**src/rtl/seq_mult_pkg.sv**
```systemverilog
// Shared definitions for the sequential shift-add multiplier: FSM encoding and
// the counter-width helper.
package seq_mult_pkg;

  typedef enum logic [1:0] {
    IDLE = 2'd0,
    RUN  = 2'd1,
    DONE = 2'd2
  } state_t;

  // Ceiling log2, floored at 1 so a counter always has at least one bit.
  function automatic int clog2(input int value);
    int r;
    r = 0;
    while ((1 << r) < value) r++;
    return (r < 1) ? 1 : r;
  endfunction

endpackage

```
**src/rtl/fa.sv**
```systemverilog
// One-bit full adder cell, the building block of the ripple-carry adder.
module fa (
  input  logic a,
  input  logic b,
  input  logic cin,
  output logic s,
  output logic cout
);

  assign s    = a ^ b ^ cin;
  assign cout = (a & b) | (a & cin) | (b & cin);

endmodule

```
**src/rtl/rca_n.sv**
```systemverilog
// WIDTH-bit ripple-carry adder built from a chain of fa cells.
module rca_n #(
  parameter int WIDTH = 4
) (
  input  logic [WIDTH-1:0] a,
  input  logic [WIDTH-1:0] b,
  input  logic             cin,
  output logic [WIDTH-1:0] s,
  output logic             cout
);

  logic [WIDTH:0] carry;

  assign carry[0] = cin;
  assign cout     = carry[WIDTH];

  for (genvar i = 0; i < WIDTH; i++) begin : g_bit
    fa u_fa (
      .a    (a[i]),
      .b    (b[i]),
      .cin  (carry[i]),
      .s    (s[i]),
      .cout (carry[i+1])
    );
  end

endmodule

```
**src/rtl/seq_mult_ctrl.sv**
```systemverilog
// Sequential shift-add multiplier: one shared rca_n adder iterated WIDTH times,
// with valid/ready handshakes on the operand and product sides.
module seq_mult_ctrl
  import seq_mult_pkg::*;
#(
  parameter int WIDTH = 4
) (
  input  logic               clk,
  input  logic               rst_n,
  input  logic               in_valid,
  output logic               in_ready,
  input  logic [WIDTH-1:0]   a,
  input  logic [WIDTH-1:0]   b,
  output logic               out_valid,
  input  logic               out_ready,
  output logic [2*WIDTH-1:0] p,
  output logic               busy
);

  localparam int              CW   = clog2(WIDTH);
  localparam logic [CW-1:0]   LAST = CW'(WIDTH - 1);

  state_t           state;
  logic [WIDTH-1:0] mcand;
  logic [WIDTH-1:0] acc_hi;
  logic [WIDTH-1:0] acc_lo;
  logic [CW-1:0]    cnt;

  logic [WIDTH-1:0] addend;
  logic [WIDTH-1:0] sum;
  logic             carry;

  assign addend = acc_lo[0] ? mcand : '0;

  // The carry-out is the top bit of the partial sum and must be shifted back in.
  rca_n #(.WIDTH(WIDTH)) u_add (
    .a    (acc_hi),
    .b    (addend),
    .cin  (1'b0),
    .s    (sum),
    .cout (carry)
  );

  assign in_ready  = (state == IDLE);
  assign busy      = (state == RUN);
  assign out_valid = (state == DONE);
  assign p         = {acc_hi, acc_lo};

  // NOTE: non-blocking assignments let every register sample the pre-edge values,
  // so the shift, count and state update all see the same step.
  always_ff @(posedge clk or negedge rst_n) begin
    if (!rst_n) begin
      state  <= IDLE;
      mcand  <= '0;
      acc_hi <= '0;
      acc_lo <= '0;
      cnt    <= '0;
    end else begin
      case (state)
        IDLE: begin
          if (in_valid) begin
            mcand  <= a;
            acc_lo <= b;
            acc_hi <= '0;
            cnt    <= '0;
            state  <= RUN;
          end
        end
        RUN: begin
          {acc_hi, acc_lo} <= {carry, sum, acc_lo[WIDTH-1:1]};
          if (cnt == LAST) begin
            cnt   <= '0;
            state <= DONE;
          end else begin
            cnt <= cnt + 1'b1;
          end
        end
        DONE: begin
          if (out_ready) state <= IDLE;
        end
        default: state <= IDLE;
      endcase
    end
  end

endmodule
```
**config.mk**
```make
export PLATFORM = sky130hd
export DESIGN_NAME = seq_mult_ctrl
export DESIGN_NICKNAME = d
export VERILOG_FILES = /design/src/rtl/seq_mult_pkg.sv /design/src/rtl/fa.sv /design/src/rtl/rca_n.sv /design/src/rtl/seq_mult_ctrl.sv
export SDC_FILE = /design/constraint.sdc
export NUM_CORES = 1
export LEC_CHECK = 0
export CAP_MARGIN = 20
export CORE_MARGIN = 2
export CORE_UTILIZATION = 50
export CTS_BUF_LIST = sky130_fd_sc_hd__clkbuf_16
export DETAILED_ROUTE_END_ITERATION = 8
export PLACE_DENSITY = 0.82
export SLEW_MARGIN = 0
export SYNTH_ARGS = -nofsm -noshare
export SYNTH_HDL_FRONTEND = slang
export SYNTH_SLANG_ARGS = --single-unit
```
**constraint.sdc**
```tcl
create_clock -name clk -period 4.3 [get_ports clk]
set_input_delay 0.86 -clock clk [delete_from_list [all_inputs] [get_ports clk]]
set_output_delay 0.86 -clock clk [all_outputs]
set_load 0.01 [all_outputs]
```
==> results.sh, run 1 <==
export IMPL_min_period_ns=2.57
export IMPL_num_fill_cells=109
export IMPL_r2r_cells=9
export IMPL_synth_area_per_cell_um2=11.2
export IMPL_slew_headroom=0.519
export IMPL_via_per_inst=5.49
export IMPL_drt_iter0_markers=20
export IMPL_crit_slowest_cell="clkdlybuf4s50_1"
export IMPL_hold_violations=0
export IMPL_postCtsSetupBuffers=0
export IMPL_critPathMaxStageDelay_ns=0.54
export IMPL_ir_worst_vdd_mv=0.494
export IMPL_yosys_area_share_simple=0.114
export IMPL_netSwitchingFraction=0.358
export IMPL_status="finished clean"
export IMPL_fin_nets=115
export IMPL_cp_startpoint="state[0]"
export IMPL_rows=14
export IMPL_grt_max_degree=17
export IMPL_synth_fa_ha_area_frac=0.0997
export IMPL_grt_pass1_wl_um=2740
export IMPL_powerDensity_nw_per_um2=794
export IMPL_fin_crit_sh=0.599
export IMPL_synth_compound_area_frac=0.160
export IMPL_ctsHtreeMaxLevel=1
export IMPL_rsz0062_at_grt="false"
export IMPL_timing_rr_end="acc_hi[2]"
export IMPL_drc=0
export IMPL_routed_wl_um=1630
export IMPL_insertedDiodeCount=0
export IMPL_hold_buffers=0
export IMPL_final_cell_mix="clkdlybuf4s50_1, dfrtp_1, inv_1"
export IMPL_drive_gt1_frac=0.134
export IMPL_p_clk_frac=0.200
export IMPL_start_util=0.547
export IMPL_cp_end_kind="primary output"
export IMPL_die_height_um=45.3
export IMPL_critPathKind="reg2out"
export IMPL_worst_path_buf_inv=2
export IMPL_synth_net_count=93
export IMPL_first_global_vias=619
export IMPL_synth_top_family_by_area="compound AO/OA/AOI/OAI gates"
export IMPL_synth_mux_area_frac=0.0704
export IMPL_ant_nets=0
export IMPL_endpoint="busy"
export IMPL_place_area_um2=1060
export IMPL_synth_distinct_cells=22
export IMPL_cp_depth=3
export IMPL_synthTopCellsByArea="dfrtp_1, fa_1, mux2_4, buf_4, o22ai_1"
export IMPL_vias=620
export IMPL_fin_area_um2=1130
export IMPL_synthToLayoutAreaGrowth_pct=33.0
export IMPL_worstSetupStartpointType="register"
export IMPL_dr_pass1_iters=5
export IMPL_antenna_found_initial=0
export IMPL_critPathTopFamily="buffers and inverters"
export IMPL_clock_latency_ns=0.25
export IMPL_p_leak_nw=0.496
export IMPL_fin_setup_tns_ns=0
export IMPL_seq_area_frac_synth=0.469
export IMPL_p_comb_frac=0.477
export IMPL_grt_use_total=0.191
export IMPL_synth_seq_cells=16
export IMPL_worstPathRequired_ns=3.44
export IMPL_netSwitchingPower_mw=0.323
export IMPL_die_area_um2=2050
export IMPL_clock_skew_ns=0.00474
export IMPL_hold_path_class="reg2reg"
export IMPL_numCtsBuffers=3
export IMPL_yosysTopAreaCellShare=0.469
export IMPL_crit_fanout=9
export IMPL_overflow=0
export IMPL_hpwl_um=1250
export IMPL_r2r_start="acc_lo[0]"
export IMPL_synth_top_area_cell="dfrtp_1"
export IMPL_wl_per_cell_um=14.4
export IMPL_tightest_slew_ns=0.720
export IMPL_synthCells=76
export IMPL_final_max_slew_violation_count=0
export IMPL_min_delay_start="cnt[0]"
export IMPL_crit_arrival_ns=1.71
export IMPL_num_io_pins=23
export IMPL_clk_pin_slew_ns=0.05
export IMPL_cts_sinks=16
export IMPL_cts_tree="yes"
export IMPL_final_common_cell="clkdlybuf4s50_1"
export IMPL_die_width_um=45.3
export IMPL_setup_viol_count_final=0
export IMPL_gp_congestion=0.772
export IMPL_synth_area_um2=853
export IMPL_cts_root_buf="clkbuf_16"
export IMPL_coreArea_um2=1560
export IMPL_worstPathCellList="nand2b_1 > inv_4 > clkdlybuf4s50_1"
export IMPL_maxCapViolations=0
export IMPL_portBuffers=22
export IMPL_clockBufferDepth=2
export IMPL_ys_warn_count=0
export IMPL_synth_xor_xnor_area_share=0
export IMPL_p_seq_frac=0.324
export IMPL_reg2reg_slack_ns=2.21
export IMPL_cts_repair_resized=0
export IMPL_fmax_ghz=0.389
export IMPL_internal_power_mw=0.578
[worst register-to-register path, delay by kind of cell (launching register included)]
family                     cells  cell delay, ns
adders and majority gates      4            1.07
and+or+nand+nor                1            0.16
DFF                            1            0.42
buffers and inverters          3            0.18
AOI/OAI and AO/OA              1            0.17
[cell type report]
class | instances | area, um2 | share of cell area
inverter | 9 | 36.3 | 0.0320
clock buffer | 3 | 75.1 | 0.0662
sequential | 16 | 400 | 0.353
timing repair buffer | 22 | 220 | 0.194
tap | 16 | 20.0 | 0.0176
clock inverter | 1 | 3.75 | 0.00331
multi-input combinational | 46 | 379 | 0.334
[synthesized netlist by cell type]
master / number
a21oi_1: 4
a221oi_2: 1
a22o_1: 2
and2_1: 2
buf_4: 5
dfrtp_1: 16
fa_1: 3
ha_1: 2
inv_1: 8
inv_4: 1
mux2_4: 4
nand2_1: 7
nand2b_1: 1
nand2b_4: 1
nor2_1: 4
nor2_4: 1
nor2b_1: 2
o21ai_0: 3
o21bai_2: 1
o22ai_1: 6
o31ai_1: 1
o31ai_2: 1
[power groups by stage]
stage                     registers [mW]  clock network, mW  logic (mW)
final                              0.292              0.180       0.429
after global routing               0.304              0.191       0.474
after CTS                          0.292              0.182       0.435
after detailed placement           0.293                  0       0.431
after global placement             0.292                  0       0.420
after floorplan                    0.287                  0       0.288
[per-layer routing]
layer / GRT usage / vias to the layer above / wire length [um]
met5: 0 / - / 0
met4: 0.0882 / 0 / 30
met3: 0.0440 / 3 / 102
met2: 0.300 / 26 / 732
met1: 0.251 / 294 / 763
li1: - / 297 / -
[worst min-delay path by stage]
stage,to,slack (ns),cells past startpoint
3_3_place_gp,cnt[1],0.49,1
4_1_cts,cnt[0],0.51,1
3_5_place_dp,cnt[0],0.50,1
2_1_floorplan,cnt[0],0.47,1
5_1_grt,mcand[3],0.53,1
6_report,cnt[0],0.51,1
[through the flow]
| stage | cells | utilization | setup WS (ns) | hold slack [ns] | power, mW |
|---|---|---|---|---|---|
| 2_1_floorplan | 76 | - | 2.29 | 0.466 | 0.575 |
| 3_3_place_gp | 109 | 0.677 | 2.03 | 0.488 | 0.712 |
| 3_5_place_dp | 109 | 0.677 | 1.99 | 0.496 | 0.724 |
| 4_1_cts | 113 | 0.728 | 1.73 | 0.511 | 0.909 |
| 5_1_grt | 113 | 0.728 | 1.64 | 0.530 | 0.970 |
| 6_report | 113 | 0.728 | 1.73 | 0.507 | 0.901 |
[sequential cells by signal (all words and copies together), names as in the netlist]
signal / cells
acc_hi: 4
acc_lo: 4
cnt: 2
mcand: 4
state: 2
[kinds of logic (layout without fill, tap and decap cells)]
logic type,count (synthesis),count (layout)
AO/OA/AOI/OAI,19,19
buffers and inverters,14,35
AND/OR/NAND/NOR,18,18
multiplexers,4,4
flip-flops,16,16
adder cells (fa/ha/maj),5,5
Note: power is estimated with default switching activity, not from simulation.
==> run 2: changes to the inputs <==
--- a/config.mk
+++ b/config.mk
@@ -7,10 +7,10 @@
 export LEC_CHECK = 0
 export CAP_MARGIN = 20
 export CORE_MARGIN = 2
-export CORE_UTILIZATION = 50
+export CORE_UTILIZATION = 46
 export CTS_BUF_LIST = sky130_fd_sc_hd__clkbuf_16
 export DETAILED_ROUTE_END_ITERATION = 8
-export PLACE_DENSITY = 0.82
+export PLACE_DENSITY = 0.77
 export SLEW_MARGIN = 0
 export SYNTH_ARGS = -nofsm -noshare
 export SYNTH_HDL_FRONTEND = slang
==> constraint.sdc (replaced) <==
create_clock -name clk -period 2.5 [get_ports clk]
set_input_delay 0.5 -clock clk [delete_from_list [all_inputs] [get_ports clk]]
set_output_delay 0.5 -clock clk [all_outputs]
set_load 0.01 [all_outputs]
==> run 2 against run 1 <==
Effect of this change: clock power grew 74%; cell count grew 8.8%; worst setup slack lost 1.3 ns; sequential cell count is the same; count of clock-buffer cells in the layout is the same; critical path depth grew 6; clock skew shrank 0.0036 ns; first-iteration DRC count shrank 25%; combinational power grew 71%; critical endpoint is now acc_hi[2]; largest power group unchanged; highest routed layer unchanged.
==> results.sh, run 2 (synthesis gave the netlist of run 1 again) <==
export IMPL_min_period_ns=2.09
export IMPL_clock_latency_ns=0.25
export IMPL_first_global_vias=549
export IMPL_hold_ws_ns=0.495
export IMPL_clk_pin_slew_ns=0.05
export IMPL_crit_arrival_ns=2.25
export IMPL_ir_worst_vdd_mv=0.682
export IMPL_worstPathCellList="and2_1 > ha_1 > inv_1 > fa_1 > inv_1 > fa_1 > inv_1 > fa_1 > o21ai_0"
export IMPL_status="finished clean"
export IMPL_ctsHtreeMaxLevel=1
export IMPL_place_area_um2=1070
export IMPL_insertedDiodeCount=0
export IMPL_start_util=0.494
export IMPL_cts_repair_resized=0
export IMPL_rsz0062_at_grt="false"
export IMPL_multi_input_area_um2=379
export IMPL_fin_area_um2=1150
export IMPL_dr_pass1_iters=4
export IMPL_p_total_mw=1.55
export IMPL_num_io_pins=23
export IMPL_gp_congestion=0.786
export IMPL_internal_power_mw=1.00
export IMPL_fin_setup_tns_ns=0
export IMPL_p_leak_nw=0.501
export IMPL_critPathMaxStageDelay_ns=0.42
export IMPL_crit_fanout=6
export IMPL_netSwitchingPower_mw=0.555
export IMPL_slew_headroom=0.527
export IMPL_p_clk_frac=0.201
export IMPL_timing_rr_end="acc_hi[2]"
export IMPL_tightest_slew_ns=0.708
export IMPL_critPathKind="reg2reg"
export IMPL_powerDensity_nw_per_um2=1350
export IMPL_hold_buffers=0
export IMPL_overflow=0
export IMPL_hpwl_um=1180
export IMPL_clock_skew_ns=0.00113
export IMPL_die_height_um=47.1
export IMPL_die_area_um2=2220
export IMPL_netSwitchingFraction=0.357
export IMPL_ant_nets=0
export IMPL_hold_violations=0
export IMPL_reg2reg_slack_ns=0.41
export IMPL_final_cell_mix="clkdlybuf4s50_1, dfrtp_1, inv_1"
export IMPL_crit_slowest_cell="dfrtp_1"
export IMPL_final_common_cell="clkdlybuf4s50_1"
export IMPL_min_to="cnt[0]"
export IMPL_antenna_found_initial=0
export IMPL_worstPathRequired_ns=2.66
export IMPL_num_fill_cells=139
export IMPL_via_per_inst=5.29
export IMPL_r2r_start="acc_lo[0]"
export IMPL_vias=651
export IMPL_cts_tree="yes"
export IMPL_wl_per_cell_um=13.4
export IMPL_final_max_slew_violation_count=0
export IMPL_coreArea_um2=1730
export IMPL_fin_crit_sh=0.836
export IMPL_regArea_um2=400
export IMPL_grt_pass1_wl_um=2440
export IMPL_reg_largest_list="acc_hi x4, acc_lo x4, mcand x4"
export IMPL_drt_iter0_markers=15
export IMPL_routed_wl_um=1650
export IMPL_cts_root_buf="clkbuf_16"
export IMPL_worst_path_buf_inv=3
export IMPL_die_width_um=47.1
export IMPL_fin_nets=116
export IMPL_rows=15
export IMPL_cp_end_kind="register"
export IMPL_hold_path_class="reg2reg"
export IMPL_min_delay_start="cnt[0]"
export IMPL_p_comb_frac=0.472
export IMPL_worstSetupStartpointType="register"
export IMPL_clockBufferDepth=2
export IMPL_critPathTopFamily="adder cells"
export IMPL_maxCapViolations=0
export IMPL_numCtsBuffers=3
export IMPL_fmax_ghz=0.478
export IMPL_setup_viol_count_final=0
export IMPL_holdPathStages=1
export IMPL_drive_gt1_frac=0.143
export IMPL_portBuffers=22
export IMPL_drc=0
export IMPL_r2r_cells=9
export IMPL_synthToLayoutAreaGrowth_pct=35.2
export IMPL_grt_max_degree=17
export IMPL_p_seq_frac=0.326
export IMPL_postCtsSetupBuffers=0
export IMPL_cts_sinks=16
export IMPL_grt_use_total=0.165
-- run 2: metal layers --
layer	part of all wire	up-vias	routed length, um	track usage
met3	0.079	5	130	0.0346
met4	0.021	0	35	0.100
met5	0	-	0	0
li1	-	301	-	-
met2	0.46	40	761	0.258
met1	0.44	305	718	0.208
-- run 2: layout make-up --
cell class,instances,area share
tap,25,0.0271
sequential,16,0.347
clock buffer,3,0.0651
multi-input combinational,46,0.329
inverter,9,0.0315
clock inverter,1,0.00325
timing repair buffer,23,0.197
-- run 2: worst max path at each step --
stage / start / endpoint / slack, ns / cells after the start
final: acc_lo[0] / acc_hi[2] / 0.41 / 9
after global routing: acc_lo[0] / acc_hi[2] / 0.29 / 9
after CTS: acc_lo[0] / acc_hi[2] / 0.39 / 9
after detailed placement: acc_lo[0] / acc_hi[2] / 0.41 / 9
after global placement: acc_lo[0] / acc_hi[2] / 0.51 / 9
after floorplan: acc_lo[0] / acc_hi[2] / 0.49 / 9
-- run 2: power by group through the flow --
stage | registers [mW] | logic, mW | clock network, mW
after CTS | 0.506 | 0.744 | 0.318
after floorplan | 0.494 | 0.495 | 0
final | 0.507 | 0.734 | 0.313
after detailed placement | 0.509 | 0.736 | 0
after global routing | 0.524 | 0.812 | 0.335
after global placement | 0.502 | 0.717 | 0
-- run 2: per-stage QoR --
stage | util | setup WS [ns] | cells
finish | 0.668 | 0.410 | 123
global placement | 0.622 | 0.513 | 119
global route | 0.668 | 0.291 | 123
CTS | 0.668 | 0.390 | 123
detailed placement | 0.622 | 0.407 | 119
floorplan | - | 0.489 | 76
==> run 3: changes to the inputs <==
==> constraint.sdc (replaced) <==
create_clock -name clk -period 2 [get_ports clk]
set_input_delay 0.4 -clock clk [delete_from_list [all_inputs] [get_ports clk]]
set_output_delay 0.4 -clock clk [all_outputs]
set_load 0.01 [all_outputs]
==> run 3 against run 2 <==
Effect of this change: sequential cell count stayed put; wire length is 3.1% higher; largest power group unchanged; clock skew hardly changed; count of clock-buffer cells in the layout stayed put; die area stayed put; total power is 29% higher; critical path depth stayed put; combinational power is 36% higher.
==> results.sh, run 3 (synthesis gave the netlist of run 1 again) <==
export IMPL_num_fill_cells=142
export IMPL_die_width_um=47.1
export IMPL_status="finished clean"
export IMPL_ir_worst_vdd_mv=0.865
export IMPL_overflow=0
export IMPL_place_area_um2=1100
export IMPL_cts_root_buf="clkbuf_16"
export IMPL_worstSetupStartpointType="register"
export IMPL_cts_tree="yes"
export IMPL_crit_arrival_ns=2.12
export IMPL_fin_ws_ns=0.0557
export IMPL_hold_violations=0
export IMPL_hold_path_class="in2async"
export IMPL_fmax_ghz=0.514
export IMPL_first_global_vias=644
export IMPL_final_max_slew_violation_count=0
export IMPL_powerDensity_nw_per_um2=1680
export IMPL_clk_pin_slew_ns=0.05
export IMPL_fin_area_um2=1200
export IMPL_grt_use_total=0.186
export IMPL_via_per_inst=5.02
export IMPL_rsz0062_at_grt="true"
export IMPL_clock_skew_ns=0.000852
export IMPL_fin_nets=120
export IMPL_ant_nets=0
export IMPL_grt_pass1_wl_um=2770
export IMPL_clockBufferDepth=2
export IMPL_hpwl_um=1230
export IMPL_cts_sinks=16
export IMPL_final_cell_mix="clkdlybuf4s50_1, dfrtp_1, nand2_1"
export IMPL_cp_end_kind="register"
export IMPL_worstPathRequired_ns=2.17
export IMPL_p_leak_nw=0.515
export IMPL_fin_util=0.695
export IMPL_antenna_found_initial=0
export IMPL_drive_gt1_frac=0.248
export IMPL_setup_viol_count_final=0
export IMPL_post_place_ws_ns=-0.0112
export IMPL_crit_fanout=2
export IMPL_min_period_ns=1.94
export IMPL_tightest_slew_ns=0.353
export IMPL_drt_iter0_markers=6
export IMPL_maxCapViolations=0
export IMPL_coreArea_um2=1730
export IMPL_drc=0
export IMPL_gp_congestion=0.780
export IMPL_die_area_um2=2220
export IMPL_start_util=0.494
export IMPL_p_total_mw=2.01
export IMPL_die_height_um=47.1
export IMPL_critPathKind="reg2reg"
export IMPL_num_io_pins=23
export IMPL_routed_wl_um=1700
export IMPL_reg_largest_list="acc_hi x4, acc_lo x4, mcand x4"
export IMPL_final_common_cell="clkdlybuf4s50_1"
export IMPL_fin_setup_tns_ns=0
export IMPL_insertedDiodeCount=0
export IMPL_synthToLayoutAreaGrowth_pct=40.6
export IMPL_portBuffers=22
export IMPL_vias=633
export IMPL_dr_pass1_iters=4
export IMPL_numCtsBuffers=3
export IMPL_slew_headroom=0.764
export IMPL_wl_per_cell_um=13.5
export IMPL_grt_max_degree=17
export IMPL_fin_crit_sh=0.972
export IMPL_ctsHtreeMaxLevel=1
export IMPL_clock_latency_ns=0.24
export IMPL_rows=15
-- run 3: changes by cell type in the layout (fill, tap and decap cells not counted) --
cell      delta
and2_1       -1
and2_4       +1
buf_4        +4
clkinv_1     -1
fa_1         -2
fa_2         +2
ha_1         -1
ha_4         +1
inv_1        -3
inv_2        +3
o21ai_0      -1
o21ai_1      +1
-- run 3: repair_timing --
action	in CTS	in global routing
cloned	0	0
buffers inserted	1	0
hold buffers	0	0
resized for setup	8	0
setup endpoints to repair	1	1
pin swaps	5	5
-- run 3: worst paths after layout --
check | from | end | slack, ns | cells past startpoint
worst max register to register | mcand[0] | acc_hi[2] | 0.06 | 9
worst min register to register | cnt[0] | cnt[0] | 0.50 | 1
worst min-delay path | rst_n | acc_hi[2] | 0.47 | 2
max in group asynchronous | rst_n | acc_hi[3] | 1.35 | 2
worst max-delay path | mcand[0] | acc_hi[2] | 0.06 | 9
min in group clk | cnt[0] | cnt[0] | 0.50 | 1
-- run 3: layout make-up --
| type | count | area, um2 | area share |
|---|---|---|---|
| inverter | 9 | 36.3 | 0.0302 |
| clock buffer | 3 | 75.1 | 0.0626 |
| multi-input combinational | 46 | 399 | 0.333 |
| timing repair buffer | 27 | 258 | 0.215 |
| sequential | 16 | 400 | 0.334 |
| tap | 25 | 31.3 | 0.0261 |
-- run 3: routing by layer --
layer / vias up / wire length [um] / GRT usage
met5: - / 0 / 0
met4: 0 / 45 / 0.133
met3: 6 / 86 / 0.0385
met2: 22 / 833 / 0.293
met1: 301 / 730 / 0.226
li1: 304 / - / -
-- run 3: power by group --
| part | total (mW) | switching (mW) | internal (mW) |
|---|---|---|---|
| Clock | 0.378 | 0.116 | 0.262 |
| Combinational | 1.00 | 0.444 | 0.560 |
| Sequential | 0.629 | 0.145 | 0.483 |
-- run 3: worst max-delay path, cell delays in order, from the launching register on --
cell and delay [ns]:
dfrtp_1 0.38, and2_4 0.17, ha_4 0.15, inv_2 0.05
fa_2 0.18, inv_2 0.04, fa_2 0.32, inv_2 0.06
fa_1 0.40, o21ai_1 0.13
-- run 3: per-stage QoR --
| stage | instances | hold WS, ns |
|---|---|---|
| global placement | 122 | 0.478 |
| floorplan | 76 | 0.104 |
| global route | 126 | 0.485 |
| finish | 126 | 0.473 |
| detailed placement | 122 | 0.486 |
| CTS | 126 | 0.476 |
